===== config.mk =====
export PLATFORM = sky130hd
export DESIGN_NAME = bus_rr_arbiter
export DESIGN_NICKNAME = d
export VERILOG_FILES = /design/src/rtl/bus_rr_arbiter.sv
export SDC_FILE = /design/constraint.sdc
export NUM_CORES = 1
export LEC_CHECK = 0
export ABC_CLOCK_PERIOD_IN_PS = 5500
export CAP_MARGIN = 15
export CORE_MARGIN = 1
export CORE_UTILIZATION = 53
export CTS_CLUSTER_DIAMETER = 150
export CTS_CLUSTER_SIZE = 24
export DETAILED_ROUTE_END_ITERATION = 8
export PLACE_DENSITY_LB_ADDON = 0.25
export RECOVER_POWER = 25
export SETUP_SLACK_MARGIN = 0.2
export SLEW_MARGIN = 20
export SYNTH_ARGS = -nofsm -noshare
export SYNTH_HDL_FRONTEND = slang
export SYNTH_SLANG_ARGS = --single-unit
export TNS_END_PERCENT = 50

===== constraint.sdc =====
create_clock -name clk -period 5.5 [get_ports clk]
set_clock_uncertainty 0.2 [all_clocks]
set_input_delay 1.65 -clock clk [delete_from_list [all_inputs] [get_ports clk]]
set_output_delay 1.65 -clock clk [all_outputs]
set_load 0.02 [all_outputs]

===== src/rtl/bus_rr_arbiter.sv =====
// Round-robin bus arbiter: one-hot grant, one-cycle turnaround between owners,
// and a hold-time watchdog that revokes a grant held for MAX_HOLD cycles.
module bus_rr_arbiter #(
  parameter int N_REQ      = 8,
  parameter int SEL_WIDTH  = 3,
  parameter int MAX_HOLD   = 256,
  parameter int HOLD_WIDTH = 9
) (
  input  logic                 clk,
  input  logic                 rst,
  input  logic [N_REQ-1:0]     req,
  output logic [N_REQ-1:0]     ack,
  output logic [SEL_WIDTH-1:0] sel,
  output logic                 bus_busy,
  output logic                 timeout,
  output logic [SEL_WIDTH-1:0] timeout_id
);

  // state   | meaning
  // S_IDLE  | no owner; grant the next requester after last owner
  // S_GRANT | sel owns the bus; watch for release or hold expiry
  // S_TURN  | one dead cycle so two owners never drive the bus together
  typedef enum logic [1:0] {S_IDLE, S_GRANT, S_TURN} state_t;

  state_t                r_state;
  logic [SEL_WIDTH-1:0]  r_last;
  logic [HOLD_WIDTH-1:0] r_hold;

  logic [SEL_WIDTH-1:0]  w_start;
  logic [N_REQ-1:0]      w_rot;
  logic [SEL_WIDTH-1:0]  w_off;
  logic [SEL_WIDTH:0]    w_sum;
  logic [SEL_WIDTH-1:0]  w_winner;
  logic                  w_found;
  logic                  w_hold_max;

  // Rotate req so the requester just after the last owner sits at bit 0.
  always_comb begin
    w_start  = (r_last == SEL_WIDTH'(N_REQ - 1)) ? '0 : r_last + 1'b1;
    w_rot    = N_REQ'({req, req} >> w_start);
    w_found  = 1'b0;
    w_off    = '0;
    for (int i = N_REQ - 1; i >= 0; i--) begin
      if (w_rot[i]) begin
        w_found = 1'b1;
        w_off   = SEL_WIDTH'(i);
      end
    end
    w_sum = {1'b0, w_start} + {1'b0, w_off};
    if (w_sum >= (SEL_WIDTH + 1)'(N_REQ))
      w_winner = SEL_WIDTH'(w_sum - (SEL_WIDTH + 1)'(N_REQ));
    else
      w_winner = w_sum[SEL_WIDTH-1:0];
  end

  assign w_hold_max = (MAX_HOLD != 0) && (r_hold == HOLD_WIDTH'(MAX_HOLD));

  always_ff @(posedge clk) begin
    if (rst) begin
      r_state    <= S_IDLE;
      r_last     <= SEL_WIDTH'(N_REQ - 1);
      r_hold     <= '0;
      ack        <= '0;
      sel        <= '0;
      bus_busy   <= 1'b0;
      timeout    <= 1'b0;
      timeout_id <= '0;
    end else begin
      timeout <= 1'b0;
      case (r_state)
        S_IDLE: begin
          if (w_found) begin
            ack      <= N_REQ'(1) << w_winner;
            sel      <= w_winner;
            bus_busy <= 1'b1;
            r_last   <= w_winner;
            r_hold   <= HOLD_WIDTH'(1);
            r_state  <= S_GRANT;
          end
        end
        S_GRANT: begin
          // Release takes priority over an expiry on the same edge.
          if (!req[sel]) begin
            ack      <= '0;
            bus_busy <= 1'b0;
            r_state  <= S_TURN;
          end else if (w_hold_max) begin
            ack        <= '0;
            bus_busy   <= 1'b0;
            timeout    <= 1'b1;
            timeout_id <= sel;
            r_state    <= S_TURN;
          end else begin
            r_hold <= r_hold + 1'b1;
          end
        end
        S_TURN:  r_state <= S_IDLE;
        default: r_state <= S_IDLE;
      endcase
    end
  end

endmodule


==> results of run 1 <==
[stage by stage]
step                      cells  util [%]  hold slack [ps]
after floorplan             199         -              245
after detailed placement    259      64.1              254
after CTS                   267      66.8              263
after global placement      259      64.1              249
final                       267      66.6              263
after global routing        267      66.6              281
[flip-flops by register name, indices dropped and copies added, names as in the netlist]
| register | cells |
|---|---|
| timeout | 1 |
| r_last | 3 |
| ack | 8 |
| sel | 3 |
| r_state | 2 |
| timeout_id | 3 |
| r_hold | 9 |
| bus_busy | 1 |
[worst reg2reg max path, cell delays in order, from the launching register on]
cell and delay (ps):
dfxtp_1 410, ha_1 260, ha_1 580, mux2i_1 440
mux2i_1 170, mux2_2 300, o221ai_2 210, a31oi_4 140
or3_1 340, fa_1 540, nor4b_1 600, a32o_1 250
[layout make-up]
type | instances | area, um^2 | area share (%)
repair buffers | 26 | 253 | 11.0
clock buffers | 7 | 86.3 | 3.76
multi-input cells | 153 | 1280 | 55.6
well taps | 46 | 57.6 | 2.51
inverters | 4 | 15.0 | 0.655
clock inverters | 1 | 5.00 | 0.218
flip-flops and latches | 30 | 601 | 26.2
[how the worst max path moves through the flow]
stage	start	endpoint	slack, ps	depth (start not counted)
final	req[5]	ack[1]	480	10
after floorplan	req[2]	ack[0]	1040	10
after global placement	req[5]	ack[0]	290	10
after detailed placement	req[5]	ack[1]	220	10
after CTS	req[5]	ack[1]	500	10
after global routing	req[5]	ack[1]	280	10
[Yosys cell counts (all sizes together) (2+ instances only)]
cell type	instances	share of area (%)
a211oi	3	1.1
a21oi	10	3.1
a22o	2	0.89
a31oi	2	1.7
a32o	6	3.1
and2	2	0.64
and3	2	0.64
buf	8	3.0
clkbuf	4	0.76
dfxtp	30	31
ha	4	2.5
inv	4	0.76
mux2	12	6.9
mux2i	17	8.7
mux4	6	6.9
nand2	13	2.6
nand2b	3	0.95
nand3	3	0.76
nor2	14	3.2
nor3	9	2.3
nor3b	9	3.7
nor4	2	0.64
o21ai	5	1.5
o22ai	2	0.64
o2bb2ai	2	0.89
or2	3	0.95
xnor2	2	0.89
[routing by layer]
metal  GRT usage [%]  wire, um
met1            32.5      2080
met2            36.0      1840
met3            5.84       218
met4            6.98        48
met5               0         0
[cells by family (layout without fill, tap and decap cells)]
group / Yosys count / in the layout / share of synthesized area [%]
adder cells (fa/ha/maj): 5 / 5 / 3.56
buffers and inverters: 16 / 38 / 4.52
flip-flops: 30 / 30 / 30.6
multiplexers: 35 / 35 / 22.4
XOR/XNOR: 3 / 3 / 1.72
AO/OA/AOI/OAI: 42 / 42 / 17.7
AND/OR/NAND/NOR: 68 / 68 / 19.5
[power breakdown]
| group | internal, mW | switching (mW) |
|---|---|---|
| logic | 0.421 | 0.556 |
| registers | 0.263 | 0.0438 |
| clock network | 0.101 | 0.0786 |
| total | 0.784 | 0.678 |
==> results.sh, run 1 <==
export IMPL_postPlaceCellArea_mm2=0.00221
export IMPL_rrSetupSlack_ps=1000
export IMPL_drt_iter0_drc=100
export IMPL_layout_drive_gt1_share_pct=19.0
export IMPL_slowest_stage="nor4b_1"
export IMPL_pre_cts_ws_ps=224
export IMPL_r2r_start="r_last[0]"
export IMPL_final_cell_mix="dfxtp_1, mux2i_1, clkdlybuf4s50_1, nand2_1, nor2_1"
export IMPL_layout_nets=235
export IMPL_drc=0
export IMPL_place_hpwl_mm=3.08
export IMPL_whs_path_depth=2
export IMPL_setup_viol=0
export IMPL_max_vdd_ir_drop_v=0.000423
export IMPL_syn_instance_count=199
export IMPL_routed_wl_mm=4.19
export IMPL_num_rows=21
export IMPL_critical_path_buf_inv_count=1
export IMPL_critPathArrivalTime_ps=5040
export IMPL_fillCellCount=301
export IMPL_final_common_cell="dfxtp_1"
export IMPL_avgRoutedWirePerCell_um=15.7
export IMPL_yosys_warnings=0
export IMPL_timing_final_ws_setup_ps=482
export IMPL_fp_dieW_um=62.9
export IMPL_synth_distinct_cells=58
export IMPL_avgViaCountPerCell=6.09
export IMPL_critical_path_top_delay_family="simple AND/OR/NAND/NOR gates"
export IMPL_grt_max_degree=34
export IMPL_cts_repair_resized=0
export IMPL_coreArea_mm2=0.00344
export IMPL_cts_max_level=2
export IMPL_rr_endpoint="ack[1]"
export IMPL_grt_antenna_before_repair=0
export IMPL_period_needed_ps=5020
export IMPL_die_h_um=62.9
export IMPL_cellLeakagePower_nw=0.852
export IMPL_clk_latency_ps=280
export IMPL_clock_fmax_mhz=199
export IMPL_num_vias=1625
export IMPL_diodes=0
export IMPL_overflow=0
export IMPL_synth_seq_cells=30
export IMPL_slew_headroom_pct=48.7
export IMPL_tightestPinTransition_ps=765
export IMPL_start_util_pct=57.1
export IMPL_grt_pass1_wl_mm=7.40
export IMPL_firstDrtPassIters=4
export IMPL_syn_area_per_cell_um2=9.88
export IMPL_worstHoldPathType="reg -> reg"
export IMPL_root_buffer="clkbuf_8"
export IMPL_seq_area_frac_synth_pct=30.6
export IMPL_design_area_mm2=0.00229
export IMPL_synthFlopType="dfxtp_1"
export IMPL_cts_tree="yes"
export IMPL_final_max_slew_violation_count=0
export IMPL_period_share_pct=91.2
export IMPL_hold_end="bus_busy"
export IMPL_hold_buffers=0
export IMPL_cap_violations=0
export IMPL_rr_worst_depth=11
export IMPL_cp_required_ps=5520
export IMPL_synth_cell_area_mm2=0.00197
export IMPL_cp_max_fo=4
export IMPL_setup_tns_ps=0
export IMPL_routabilityCongestion=0.820
export IMPL_hold_viol=0
export IMPL_syn_num_nets=214
export IMPL_hp_start="bus_busy"
export IMPL_p_per_area_mw_per_mm2=638
export IMPL_crit_path_end_kind="flop"
export IMPL_synthArstFlopShare_pct=0
export IMPL_cts_buffers=5
export IMPL_postCtsSetupRepairBufs=0
export IMPL_synth_edff_count=0
export IMPL_die_area_mm2=0.00396
export IMPL_rsz0062_at_grt="false"
export IMPL_grt_pass1_vias=1557
export IMPL_crit_chain="clkdlybuf4s50_1 > mux2i_1 > mux2i_1 > mux2_2 > o221ai_2 > a31oi_4 > or3_1 > fa_1 > nor4b_1 > a32o_1"
export IMPL_portBuffers=25
export IMPL_cp_start_kind="input pin"
export IMPL_totalPowerFinal_mw=1.46
export IMPL_clock_sinks=30
export IMPL_slowest_delay_ps=600
export IMPL_ant_nets=0
export IMPL_crit_type="in -> reg"
export IMPL_clk_pin_slew_ps=60
export IMPL_io_pins=26
export IMPL_grt_usage_pct=23.6
export IMPL_clk_path_buf_depth=2
export IMPL_status="completed"
export IMPL_crit_top_cell="mux2i_1"
export IMPL_areaGrowthSynthToFinish_pct=16.7
Power figures use the tool's default switching activity.
==> run 2: changes to the inputs <==
--- a/config.mk
+++ b/config.mk
@@ -7,8 +7,10 @@
 export LEC_CHECK = 0
 export ABC_CLOCK_PERIOD_IN_PS = 5500
 export CAP_MARGIN = 15
+export CELL_PAD_IN_SITES_DETAIL_PLACEMENT = 1
+export CELL_PAD_IN_SITES_GLOBAL_PLACEMENT = 2
 export CORE_MARGIN = 1
-export CORE_UTILIZATION = 53
+export CORE_UTILIZATION = 35
 export CTS_CLUSTER_DIAMETER = 150
 export CTS_CLUSTER_SIZE = 24
 export DETAILED_ROUTE_END_ITERATION = 8
==> run 2 against run 1 <==
  * Wire length up 16%
  * Highest routed layer unchanged
  * Largest cell class unchanged
  * Critical path type unchanged
  * First-iteration DRC count decreased by 68%
  * Register-to-register slack improved by 50 ps
==> results.sh, run 2 (synthesis gave the netlist of run 1 again) <==
export IMPL_rr_worst_depth=12
export IMPL_cp_endpoint="ack[4]"
export IMPL_cellLeakagePower_nw=0.857
export IMPL_reg_top3="r_hold x9, ack x8"
export IMPL_postCtsSetupRepairBufs=0
export IMPL_p_comb_share_pct=67.0
export IMPL_setup_tns_ps=0
export IMPL_avgViaCountPerCell=5.52
export IMPL_rsz0062_at_grt="false"
export IMPL_dr_wl_met2_mm=2.58
export IMPL_num_vias=1611
export IMPL_coreArea_mm2=0.00527
export IMPL_p_per_area_mw_per_mm2=639
export IMPL_drt_iter0_drc=32
export IMPL_diodes=0
export IMPL_portBuffers=25
export IMPL_seqPwrFrac_pct=20.7
export IMPL_hold_buffers=0
export IMPL_cts_repair_resized=0
export IMPL_top_layer_used="met4"
export IMPL_grt_antenna_before_repair=0
export IMPL_rrSetupSlack_ps=1050
export IMPL_layout_drive_gt1_share_pct=19.4
export IMPL_period_share_pct=89.4
export IMPL_p_switching_mw=0.699
export IMPL_rr_endpoint="ack[4]"
export IMPL_clkPwrFrac_pct=12.2
export IMPL_cap_violations=0
export IMPL_die_h_um=76.9
export IMPL_clock_sinks=30
export IMPL_met1_length_mm=2.13
export IMPL_routabilityCongestion=0.793
export IMPL_hold_ws_ps=261
export IMPL_clk_pin_slew_ps=60
export IMPL_die_area_mm2=0.00592
export IMPL_root_buffer="clkbuf_8"
export IMPL_final_max_slew_violation_count=0
export IMPL_routed_wl_mm=4.86
export IMPL_clk_path_buf_depth=2
export IMPL_avgRoutedWirePerCell_um=16.6
export IMPL_grt_pass1_wl_mm=8.22
export IMPL_ff_latch_area_um2=601
export IMPL_crit_type="in -> reg"
export IMPL_r2r_start="r_last[0]"
export IMPL_clock_fmax_mhz=203
export IMPL_max_vdd_ir_drop_v=0.000227
export IMPL_io_pins=26
export IMPL_cts_tree="yes"
export IMPL_critPathArrivalTime_ps=4880
export IMPL_overflow=0
export IMPL_tightestPinTransition_ps=564
export IMPL_areaGrowthSynthToFinish_pct=18.6
export IMPL_grt_max_degree=34
export IMPL_largest_reg_flops=9
export IMPL_multiInputGateArea_mm2=0.00128
export IMPL_firstDrtPassIters=4
export IMPL_status="completed"
export IMPL_intPower_mw=0.791
export IMPL_cp_max_fo=4
export IMPL_cts_buffers=5
export IMPL_final_common_cell="dfxtp_1"
export IMPL_power_switching_share_pct=46.9
export IMPL_start_util_pct=37.3
export IMPL_place_hpwl_mm=3.82
export IMPL_layout_nets=236
export IMPL_period_needed_ps=4920
export IMPL_cts_max_level=2
export IMPL_num_rows=26
export IMPL_cp_start_kind="input pin"
export IMPL_wl_met3_um=87
export IMPL_fillCellCount=596
export IMPL_startpoint="req[2]"
export IMPL_fp_dieW_um=76.9
export IMPL_ant_nets=0
export IMPL_clk_latency_ps=280
export IMPL_drc=0
export IMPL_worstHoldPathType="reg -> reg"
export IMPL_cp_required_ps=5470
export IMPL_grt_pass1_vias=1679
export IMPL_setup_viol=0
export IMPL_top_register="r_hold"
export IMPL_slew_headroom_pct=62.4
export IMPL_final_cell_mix="dfxtp_1, mux2i_1, clkdlybuf4s50_1, nand2_1, nor2_1"
export IMPL_crit_path_end_kind="flop"
export IMPL_grt_usage_pct=17.5
export IMPL_hold_viol=0
## run 2: worst min-delay path by stage
stage / from / end / slack [ps] / cells after the start
finish: bus_busy / bus_busy / 260 / 2
global route: bus_busy / bus_busy / 290 / 2
CTS: bus_busy / bus_busy / 270 / 2
detailed placement: ack[6] / ack[6] / 260 / 1
global placement: bus_busy / bus_busy / 250 / 2
floorplan: r_last[1] / r_last[1] / 240 / 2
## run 2: per-stage QoR
stage          worst slack [ps]  instance area (um^2)  util [%]  power [mW]  std cells
2_1_floorplan              1040                  1970         -        1.09        199
3_3_place_gp                304                  2240      42.6        1.31        284
3_5_place_dp                275                  2240      42.6        1.33        284
4_1_cts                     575                  2340      44.3        1.51        292
5_1_grt                     363                  2330      44.2        1.61        292
6_report                    583                  2330      44.2        1.49        292
## run 2: area by class of cell
class,instances,share of cell area (%)
clock inverter,1,0.215
sequential,30,25.8
tap,70,3.76
clock buffer,7,3.70
timing repair buffer,27,11.2
multi-input combinational,153,54.8
inverter,4,0.644
## run 2: critical path: stages
cell and delay (ps):
clkdlybuf4s50_1 450, mux2i_1 290, mux2i_1 220, mux2_2 320, o221ai_2 200, a31oi_4 140
or3_1 340, fa_1 380, xnor2_1 230, mux2_1 400, a32o_1 270
## run 2: power by group through the flow
stage | clock network [mW] | registers (mW) | logic (mW)
3_5_place_dp | 0 | 0.315 | 1.01
4_1_cts | 0.189 | 0.311 | 1.01
6_report | 0.182 | 0.309 | 0.999
3_3_place_gp | 0 | 0.312 | 0.997
2_1_floorplan | 0 | 0.329 | 0.761
5_1_grt | 0.198 | 0.316 | 1.09
## run 2: routing by layer
layer	GRT usage, %	up-vias
li1	-	798
met1	19.8	792
met2	32.9	16
met3	3.10	5
met4	5.77	0
met5	0	-
==> RTL edit (config.mk and constraints of run 2) <==
Change the parameter `SEL_WIDTH` from 3 to 2.
--- a/src/rtl/bus_rr_arbiter.sv
+++ b/src/rtl/bus_rr_arbiter.sv
@@ -2,7 +2,7 @@
 // and a hold-time watchdog that revokes a grant held for MAX_HOLD cycles.
 module bus_rr_arbiter #(
   parameter int N_REQ      = 8,
-  parameter int SEL_WIDTH  = 3,
+  parameter int SEL_WIDTH  = 2,
   parameter int MAX_HOLD   = 256,
   parameter int HOLD_WIDTH = 9
 ) (
Interface: changed (resized sel and timeout_id); port bits go from 26 to 24. No check against the original RTL was run, so the function may have changed too.
==> RTL edit against run 2 <==
Global-route usage fell by 0.89 points. Synthesized area fell by 28%. Power fell by 47%. Setup slack improved by 0.62 ns. Design area fell by 29%. Wire length fell by 35%. Sequential cell count fell by 7. Sequential power fell by 24%. Count of clock-buffer cells in the layout fell by 3. Die area fell by 28%. Synthesized cell count fell by 27%. Critical endpoint is now ack[0]$_SDFFE_PP0P_. Largest cell class unchanged.
==> RTL edit: results (changes against run 2) <==
| Item | Value | Delta |
|:---|:---|:---|
| Number of buffers added on ports | 19 | -24% |
| Total routing usage reported by global routing | 0.1665 | -0.008930 |
| Met2 Use GR | 0.3003 | -0.02831 |
| Storage cell area | 460.4 sq um | -23% |
| Count of non-CTS buffers in the layout | 19 | -30% |
| Detailed placer's ending HPWL | 2458 microns | -36% |
| Fraction of area in non-clock buffers | 0.1154 | +0.003766 |
| Number of clock buffer instances in the layout | 4 | -3 |
| Met3 routed WL | 95 microns | +9.2% |
| Top Registers | r_hold: 9 flops, ack: 4 flops |  |
| Static leakage | 0.0006283 uW | -27% |
| Average detailed-routed wire length per instance | 14.97 microns | -10% |
| Sequential fraction of the synthesis area | 0.3268 | +0.02128 |
| Internal reg-to-reg setup slack | 2.05 ns | +1.00 ns |
| CTS buffer count | 3 | -2 |
| Synth top cells by count | sky130_fd_sc_hd__dfxtp_1, sky130_fd_sc_hd__nor2_1, sky130_fd_sc_hd__a21oi_1, sky130_fd_sc_hd__mux4_2, sky130_fd_sc_hd__nand2_1 |  |
| Routed wire length | 3159 microns | -35% |
| Routed metal-1 wirelength | 1423 microns | -33% |
| Global-route track usage on met3 | 0.02431 | -0.006647 |
| Outcome | finished, final reports clean |  |
| CTS H-Tree Depth | 1 | -1 |
| Area of placed instances | 0.001603 sq mm | -29% |
| First-iteration detailed-routing DRC count | 29 | -9.4% |
| Fraction of final layout cells sized beyond drive strength 1 | 0.1288 | -0.06486 |
| Biggest area contributors in the synthesized netlist | sky130_fd_sc_hd__dfxtp_1, sky130_fd_sc_hd__mux4_2, sky130_fd_sc_hd__nor2_1, sky130_fd_sc_hd__xor2_1, sky130_fd_sc_hd__a21oi_1 |  |
| Multi-input combinational cell count | 111 | -27% |
| # fillers | 439 | -26% |
| Post-synthesis area per instance | 9.716 sq um | -1.6% |
| Total via count in the routed design | 1137 | -29% |
| Met2 Routed Length | 1612 microns | -38% |
| Inverter count of the layout excluding clock inverters | 6 | +2 |
| Met1 track demand over resource in global routing | 0.2015 | +0.003706 |
| Max VDD drop | 0.1192 mV | -47% |
| Final Wtd Congestion | 0.7425 | -6.3% |
==> RTL edit: kinds of logic (layout without fill, tap and decap cells) <==
kind of cell | Yosys count | in the layout | share of synthesized area
buf+inv | 14 | 29 | 0.06394
simple gates | 54 | 54 | 0.1998
xor+xnor | 7 | 7 | 0.04352
fa+ha+maj | 4 | 4 | 0.03553
other cells | 1 | 4 | 0.002662
compound gates | 30 | 30 | 0.1625
flops | 23 | 23 | 0.3268
mux | 12 | 12 | 0.1652
==> RTL edit: path summary, 6_finish.rpt <==
check,start,endpoint,cells after the start
hold / removal,ack[1]$_SDFFE_PP0P_,ack[1]$_SDFFE_PP0P_,1
setup / recovery,req[1],ack[0]$_SDFFE_PP0P_,12
hold reg to reg,ack[1]$_SDFFE_PP0P_,ack[1]$_SDFFE_PP0P_,1
setup reg to reg,r_last[0]$_SDFFE_PP1P_,ack[0]$_SDFFE_PP0P_,12
==> RTL edit: power by group <==
part / total (uW) / internal, uW / switching, uW
Clock: 104 / 51.6 / 52.5
Combinational: 449 / 219 / 230
Sequential: 235 / 197 / 37.9
Total: 788 / 468 / 320
==> RTL edit: worst max-delay path, stage by stage <==
cell,delay [ns]
sky130_fd_sc_hd__clkdlybuf4s50_1,0.50
sky130_fd_sc_hd__mux4_2,0.50
sky130_fd_sc_hd__or2b_1,0.24
sky130_fd_sc_hd__a21oi_1,0.14
sky130_fd_sc_hd__o21bai_1,0.07
sky130_fd_sc_hd__a21oi_1,0.15
sky130_fd_sc_hd__ha_1,0.22
sky130_fd_sc_hd__xnor2_1,0.09
sky130_fd_sc_hd__nor3_1,0.27
sky130_fd_sc_hd__nand2_1,0.13
sky130_fd_sc_hd__a2bb2oi_2,0.17
sky130_fd_sc_hd__o2bb2ai_1,0.16
